**config.mk**
```make
export PLATFORM = sky130hd
export DESIGN_NAME = spike_argmax_readout
export DESIGN_NICKNAME = d
export VERILOG_FILES = /design/src/rtl/spike_argmax_readout.sv
export SDC_FILE = /design/constraint.sdc
export NUM_CORES = 1
export LEC_CHECK = 0
export ABC_AREA = 1
export ABC_CLOCK_PERIOD_IN_PS = 2450
export CAP_MARGIN = 20
export CORE_MARGIN = 4
export CORE_UTILIZATION = 50
export DETAILED_ROUTE_END_ITERATION = 12
export PLACE_DENSITY = 0.78
export SYNTH_ARGS = -nofsm -noshare
export SYNTH_HDL_FRONTEND = slang
export SYNTH_SLANG_ARGS = --single-unit
```
**constraint.sdc**
```tcl
create_clock -name clk_i -period 2.45 [get_ports clk_i]
set_input_delay 0.49 -clock clk_i [delete_from_list [all_inputs] [get_ports clk_i]]
set_output_delay 0.49 -clock clk_i [all_outputs]
set_load 0.005 [all_outputs]
```
**src/rtl/spike_argmax_readout.sv**
```systemverilog
// Per-class spike accumulation over a fixed window, then a one-class-per-cycle argmax scan.
// Optional ARGMAX_MARGIN_EN adds margin_o (winner count minus runner-up count).
module spike_argmax_readout #(
    parameter int NUM_CLASSES   = 10,
    parameter int COUNT_W       = 8,
    parameter int WINDOW_CYCLES = 64,
    parameter int CLASS_W       = 4
) (
    input  logic                   clk_i,
    input  logic                   rst_i,
    input  logic                   start_i,
    input  logic [NUM_CLASSES-1:0] spike_i,
    output logic                   busy_o,
    output logic                   valid_o,
    input  logic                   ready_i,
    output logic [CLASS_W-1:0]     class_o,
    output logic [COUNT_W-1:0]     max_count_o
`ifdef ARGMAX_MARGIN_EN
    ,
    output logic [COUNT_W-1:0]     margin_o
`endif
);

    // state   | meaning
    // S_IDLE  | waiting for start_i
    // S_ACCUM | counting spikes for WINDOW_CYCLES cycles
    // S_SCAN  | comparing one class counter per cycle
    // S_DONE  | result valid, waiting for ready_i
    typedef enum logic [1:0] {S_IDLE, S_ACCUM, S_SCAN, S_DONE} state_t;

    localparam int WIN_W = (WINDOW_CYCLES > 1) ? $clog2(WINDOW_CYCLES) : 1;
    localparam logic [WIN_W-1:0]   WIN_LAST = WIN_W'(WINDOW_CYCLES - 1);
    localparam logic [CLASS_W-1:0] IDX_LAST = CLASS_W'(NUM_CLASSES - 1);
    localparam logic [COUNT_W-1:0] CNT_MAX  = '1;

    state_t                             state_q, state_d;
    logic [NUM_CLASSES-1:0][COUNT_W-1:0] cnt_q, cnt_d;
    logic [WIN_W-1:0]                   win_q, win_d;
    logic [CLASS_W-1:0]                 idx_q, idx_d;
    logic [CLASS_W-1:0]                 best_idx_q, best_idx_d;
    logic [CLASS_W-1:0]                 class_q, class_d;
    logic [COUNT_W-1:0]                 best_q, best_d;
    logic [COUNT_W-1:0]                 max_q, max_d;
    logic [COUNT_W-1:0]                 cur;
    logic                               start_win;
`ifdef ARGMAX_MARGIN_EN
    logic [COUNT_W-1:0]                 second_q, second_d;
    logic [COUNT_W-1:0]                 margin_q, margin_d;
`endif

    always_comb begin
        state_d    = state_q;
        cnt_d      = cnt_q;
        win_d      = win_q;
        idx_d      = idx_q;
        best_idx_d = best_idx_q;
        best_d     = best_q;
        class_d    = class_q;
        max_d      = max_q;
        cur        = cnt_q[idx_q];
        start_win  = 1'b0;
`ifdef ARGMAX_MARGIN_EN
        second_d   = second_q;
        margin_d   = margin_q;
`endif
        unique case (state_q)
            S_IDLE: begin
                start_win = start_i;
            end
            S_ACCUM: begin
                for (int i = 0; i < NUM_CLASSES; i++) begin
                    if (spike_i[i] && (cnt_q[i] != CNT_MAX)) begin
                        cnt_d[i] = cnt_q[i] + COUNT_W'(1);
                    end
                end
                win_d = win_q + WIN_W'(1);
                if (win_q == WIN_LAST) begin
                    state_d = S_SCAN;
                    idx_d   = '0;
                end
            end
            S_SCAN: begin
                // strict compare keeps the lowest index on ties
                if (idx_q == '0) begin
                    best_d     = cur;
                    best_idx_d = '0;
`ifdef ARGMAX_MARGIN_EN
                    second_d   = '0;
`endif
                end else if (cur > best_q) begin
                    best_d     = cur;
                    best_idx_d = idx_q;
`ifdef ARGMAX_MARGIN_EN
                    second_d   = best_q;
                end else if (cur > second_q) begin
                    second_d   = cur;
`endif
                end
                idx_d = idx_q + CLASS_W'(1);
                if (idx_q == IDX_LAST) begin
                    state_d = S_DONE;
                    class_d = best_idx_d;
                    max_d   = best_d;
`ifdef ARGMAX_MARGIN_EN
                    margin_d = best_d - second_d;
`endif
                end
            end
            S_DONE: begin
                if (ready_i) begin
                    state_d   = S_IDLE;
                    start_win = start_i;
                end
            end
            default: state_d = S_IDLE;
        endcase
        if (start_win) begin
            state_d = S_ACCUM;
            cnt_d   = '0;
            win_d   = '0;
            idx_d   = '0;
        end
    end

    always_ff @(posedge clk_i) begin
        if (rst_i) begin
            state_q    <= S_IDLE;
            cnt_q      <= '0;
            win_q      <= '0;
            idx_q      <= '0;
            best_idx_q <= '0;
            best_q     <= '0;
            class_q    <= '0;
            max_q      <= '0;
`ifdef ARGMAX_MARGIN_EN
            second_q   <= '0;
            margin_q   <= '0;
`endif
        end else begin
            state_q    <= state_d;
            cnt_q      <= cnt_d;
            win_q      <= win_d;
            idx_q      <= idx_d;
            best_idx_q <= best_idx_d;
            best_q     <= best_d;
            class_q    <= class_d;
            max_q      <= max_d;
`ifdef ARGMAX_MARGIN_EN
            second_q   <= second_d;
            margin_q   <= margin_d;
`endif
        end
    end

    assign busy_o      = (state_q == S_ACCUM) || (state_q == S_SCAN);
    assign valid_o     = (state_q == S_DONE);
    assign class_o     = class_q;
    assign max_count_o = max_q;
`ifdef ARGMAX_MARGIN_EN
    assign margin_o    = margin_q;
`endif

endmodule

```
# Word-level counts from Yosys, hierarchy flattened
# Index checks and enable logic that the tools add are counted.
# word_totals
reg_bits,116
input_bits,14
output_inout_bits,14
wordCells,99
# classes
addsub,12
n_lt_le_gt_ge,2
n_eq_ne,21
muxes,15
n_reduce_logical,31
# op_table
op,n
"8-bit by 1-bit adder with 8-bit output, second input constant",10
"8-bit inequality test, second input constant",10
8-bit binary-select mux with 4-bit select,1
8-bit two-way mux,3
2-bit AND reduction,12
4-bit two-way mux,3
1-bit logical AND,10
8-bit greater-than comparator,1
4-bit case mux with 2 select lines,1
4-bit AND reduction,2
"6-bit by 1-bit adder with 6-bit output, second input constant",1
"6-bit == test, second input constant",1
2-bit two-way mux,3
"3-bit inequality test, second input constant",2
2-bit case mux with 3 select lines,1
"4-bit by 5-bit less-than comparator with 1-bit output, second input constant",1
"4-bit by 1-bit adder with 4-bit output, second input constant",1
"2-bit == test, second input constant",2
"4-bit == test, second input constant",1
4-bit logical NOT,1
"2-bit inequality test, second input constant",2
4-bit nonzero test,1
"3-bit by 1-bit inequality test with 1-bit output, second input constant",1
3-bit nonzero test,1
8 further kinds,9

# Longest topological paths before layout
# depth
depth_word,5
ltp_mapped,22
ltp_nobuf,21

# Worst setup path after synthesis
# No wires, ideal clock.
# synth_path
path_kind,register to register
startpoint,register idx_q[0]
endpoint,register best_q[1]
setup_ns,0.109
t_arrival_ns,2.112
required_ns,2.341
path_slack_ns,0.230
path_stages_with_launch,18
n_path_buf,2
synth_period_minus_slack_ns,2.220
cell_sequence,dfxtp_1 buf_4 buf_2 nand2_1 o211ai_1 nand2_1 nand2_1 nand3_1 ha_1 nand2_1 nor2_1 nand4_2 nand2_2 nand2_1 nand2_1 nand3_1 nand2_1 inv_1
# synth_between
elab_chain_cells,5
elab_cells_between_ends,6
cone_classes,1 x order compare; 4 x mux; 1 x reduce/logical
# synth_lines
element,line,text
start: declaration,39,"logic [CLASS_W-1:0] idx_q, idx_d;"
start signal: assignment,143,idx_q <= idx_d;
8-bit binary-select mux with 4-bit select,60,cur = cnt_q[idx_q];
8-bit two-way mux (implied by the code),60,
8-bit greater-than comparator,90,end else if (cur > best_q) begin
8-bit two-way mux,90,
8-bit two-way mux *,84,if (idx_q == '0) begin
end signal: assignment,145,best_q <= best_d;
end: declaration,42,"logic [COUNT_W-1:0] best_q, best_d;"
# Mark *: on every way between the ends. The rest lies on a longest branch, timed or not. The select of a mux whose other input is x is not followed.
# A chain may end at the register's enable or synchronous reset.

# Worst setup path in the final report
# layout_path
startpoint,register idx_q[0]
endpoint,"register max_q[7], in the netlist max_count_o[7]"
# layout_between
elab_chain_cells,5
elab_cells_between_ends,8
cone_classes,1 x order compare; 1 x eq/ne; 4 x mux; 2 x reduce/logical
# layout_lines
element,line,text
8-bit binary-select mux with 4-bit select,60,
8-bit two-way mux (implied by the code),60,
8-bit greater-than comparator,90,
8-bit two-way mux,90,
8-bit two-way mux,84,
end signal: assignment,147,max_q <= max_d;
end: declaration,43,"logic [COUNT_W-1:0] max_q, max_d;"
# Several ways; a longest one is shown, not always the timed one. The select of a mux whose other input is x is not followed.

==> results.py <==
metrics = {
    "outcome": {
        "outcome": "finished with violations",
        "violations": "negative setup slack",
    },
    "die": {
        "die_area_sq_um": 15620,
        "core.rowCount": 42,
        "die_y_um": 125.0,
        "initial_core_util_pct": 51.27,
        "pin_count": 28,
        "die_x_um": 125.0,
        "core_area_sq_um": 13350,
    },
    "place": {
        "hpwl_um": 11610,
        "portBuffers": 27,
        "gp_congestion": 0.8538,
    },
    "cells_and_area": {
        "multi_input_area_sq_um": 3988,
        "layout-area-overhead-vs-synth_pct": 20.94,
        "n_antenna_cell": 0,
        "mostFrequentLayoutCells": "nand2_1, inv_1, dfxtp_1",
        "nets": 1079,
        "mostFrequentLayoutCell": "nand2_1",
        "utilization_pct": 62.00,
        "regArea_sq_um": 2327,
        "drive_gt1_share_pct": 12.31,
        "nFillCells": 1152,
    },
    "timing": {
        "hold_violations": 0,
        "fin_worst_skew_ps": 8.517,
        "finalSetupTns_ps": -85.12,
        "slew_headroom_pct": 53.99,
        "setup_viol": 4,
        "final.period_utilization_pct": 101.6,
        "rsz0062_at_grt": "yes",
        "report.final.slew_viol_count": 0,
        "worst_slack_ps": -38.70,
        "hold_ws_ps": 468.4,
        "timing.fmax_mhz": 401.8,
        "tightest_slew_ps": 688.8,
        "fin_crit_ps": 2489,
    },
    "worst_setup_path": {
        "cpMostUsedCell": "nand2_1",
        "crit_path_end_kind": "flip-flop",
        "path_cells": "clkbuf_16 > a21oi_1 > o21ai_1 > nand2_1 > nand2_1 > nand3_2 > ha_4 > nand2_1 > inv_2 > nand2_1 > nand2_1 > nand2_1 > nand2_2 > nand2_4 > clkbuf_16 > nand3_1 > nand3_1 > nand2_1 > inv_1",
        "cp.required_ps": 2770,
        "crit_path_start_kind": "flip-flop",
        "cp_slowest_cell": "dfxtp_4",
        "cpPeakStageDelay_ps": 470,
        "path_max_fanout": 8,
        "path_class": "flip-flop to flip-flop",
        "reg2reg_slack_ps": -40,
        "rr_worst_depth": 19,
        "arrival_ps": 2810,
    },
    "clock_network": {
        "cts.sinks": 116,
        "path_clk_slew_ps": 50,
        "cts_buffers": 17,
        "cts_root_buf": "clkbuf_16",
        "ctsLongestPathBuffers": 2,
        "htreeDepth": 4,
        "clk_latency_ps": 420,
        "cts_tree": "yes",
        "cts-hold-fix-buffers": 0,
    },
    "synth": {
        "ys_async_sr_fraction_pct": 0,
        "synth_flop_cell": "dfxtp_1",
        "synth.cell_area_sq_um": 6843,
        "syn_nets": 1034,
        "synth_top_area_cell": "dfxtp_1",
        "synthCells": 992,
        "yosys.area.top_type_share_pct": 33.94,
        "synth_cell_type_count": 39,
        "yosysWarnings": 0,
        "ys_seq_area_share_pct": 33.94,
        "synth.area.top_cells": "dfxtp_1, nand2_1, inv_1",
        "synth-seq-cells": 116,
        "synth_edf_count": 0,
        "postSynthAreaPerCell_sq_um": 6.898,
    },
    "min_path": {
        "hold_class": "flip-flop to flip-flop",
        "holdPathStages": 2,
    },
    "global_routing": {
        "track_usage_pct": 21.17,
        "antenna_found_initial": 0,
        "grt_pass1_wl_um": 27720,
        "overflow": 0,
        "grt_max_degree": 39,
        "first_global_vias": 5926,
    },
    "power_and_ir_drop": {
        "powerDensity_nw_per_um2": 948.3,
        "vdd_ir_drop_max_mv": 0.7197,
        "p_total_mw": 7.847,
        "p_leak_nw": 3.348,
    },
    "routing": {
        "wl_per_cell_um": 14.25,
        "routed-via-count": 6674,
        "wl_um": 17440,
        "drc": 0,
        "drtPass1Iterations": 6,
        "viasPerCell": 5.453,
        "drt-initial-drc-count": 700,
        "ant_nets": 0,
    },
    "flow_run": {
        "drv_cap": 0,
    },
}
## Yosys cell counts, types with 4 or more instances
library cell and number:
nand3_1 73, nor3b_1 6, o211ai_1 25, a21oi_2 6
o21a_1 10, ha_1 28, nor3_1 21, o21ai_0 66
nor2_2 4, buf_2 15, nand2_2 11, nor4_4 4
nand4_1 16, inv_1 127, and3_1 4, nor2_1 60
xnor2_1 8, dfxtp_1 116, xor2_1 22, a21oi_1 84
clkbuf_1 6, buf_4 8, nand2_1 236, nor4_1 5
inv_2 9
## state kept, by name, summed over array words and instances, names as in the netlist
name and flops:
cnt_q 80, idx_q 4, max_count_o 8, class_o 4
state_q 2, win_q 6, best_q 8, best_idx_q 4
## report_power, final
part	switching [mW]	leakage, nW	total (mW)	internal, mW
Clock	0.845	0.286	2.46	1.61
Combinational	1.84	2.12	3.17	1.34
Sequential	0.164	0.938	2.21	2.05
Total	2.85	3.35	7.85	5.00
## path summary, 6_finish.rpt
path            start              to
max          idx_q[0]  max_count_o[7]
min reg2reg  win_q[5]        win_q[5]
max reg2reg  idx_q[0]  max_count_o[7]
min          win_q[5]        win_q[5]
## cell families after synthesis
group,after synthesis,share of synthesized area (%)
buf+inv,168,10.04
xor+xnor,30,3.840
compound gates,200,16.47
simple gates,450,30.59
fa+ha+maj,28,5.120
flops,116,33.94
## area by class of cell
class                      instances  area share [%]
inverter                         136           6.169
tap                              176           2.661
clock inverter                     4          0.8467
multi-input combinational        708           48.19
timing repair buffer              58           7.862
clock buffer                      26           6.154
sequential                       116           28.12
## worst max-delay path, delay by kind of cell, from the launching register on
kind / cells / cell delay [ps]
compound gates: 2 / 130
fa+ha+maj: 1 / 280
buf+inv: 4 / 460
flops: 1 / 470
simple gates: 12 / 1030
## metrics by stage
stage | std cells | setup WS (ps) | instance area [sq um]
finish | 1224 | -38.70 | 8275
global route | 1224 | -200.3 | 8275
detailed placement | 1186 | -35.51 | 7356
global placement | 1186 | 24.17 | 7356
CTS | 1216 | 5.678 | 7944
floorplan | 992 | 229.6 | 6843
## layer usage
layer | track usage (%) | routed length (um) | part of all wire, %
met5 | 0 | 0 | 0
met4 | 8.929 | 571 | 3.3
met3 | 3.795 | 841 | 4.8
met2 | 34.36 | 8094 | 46
met1 | 27.82 | 7932 | 45
## repair_timing
| item | CTS | global route |
|---|---|---|
| endpoints found under the setup margin | 9 | 24 |
| gates resized for setup | 3 | 39 |
| pin swaps | 0 | 19 |
| setup buffers | 0 | 3 |
| cloned | 0 | 5 |
No activity file was read; power rests on OpenSTA's default activity.
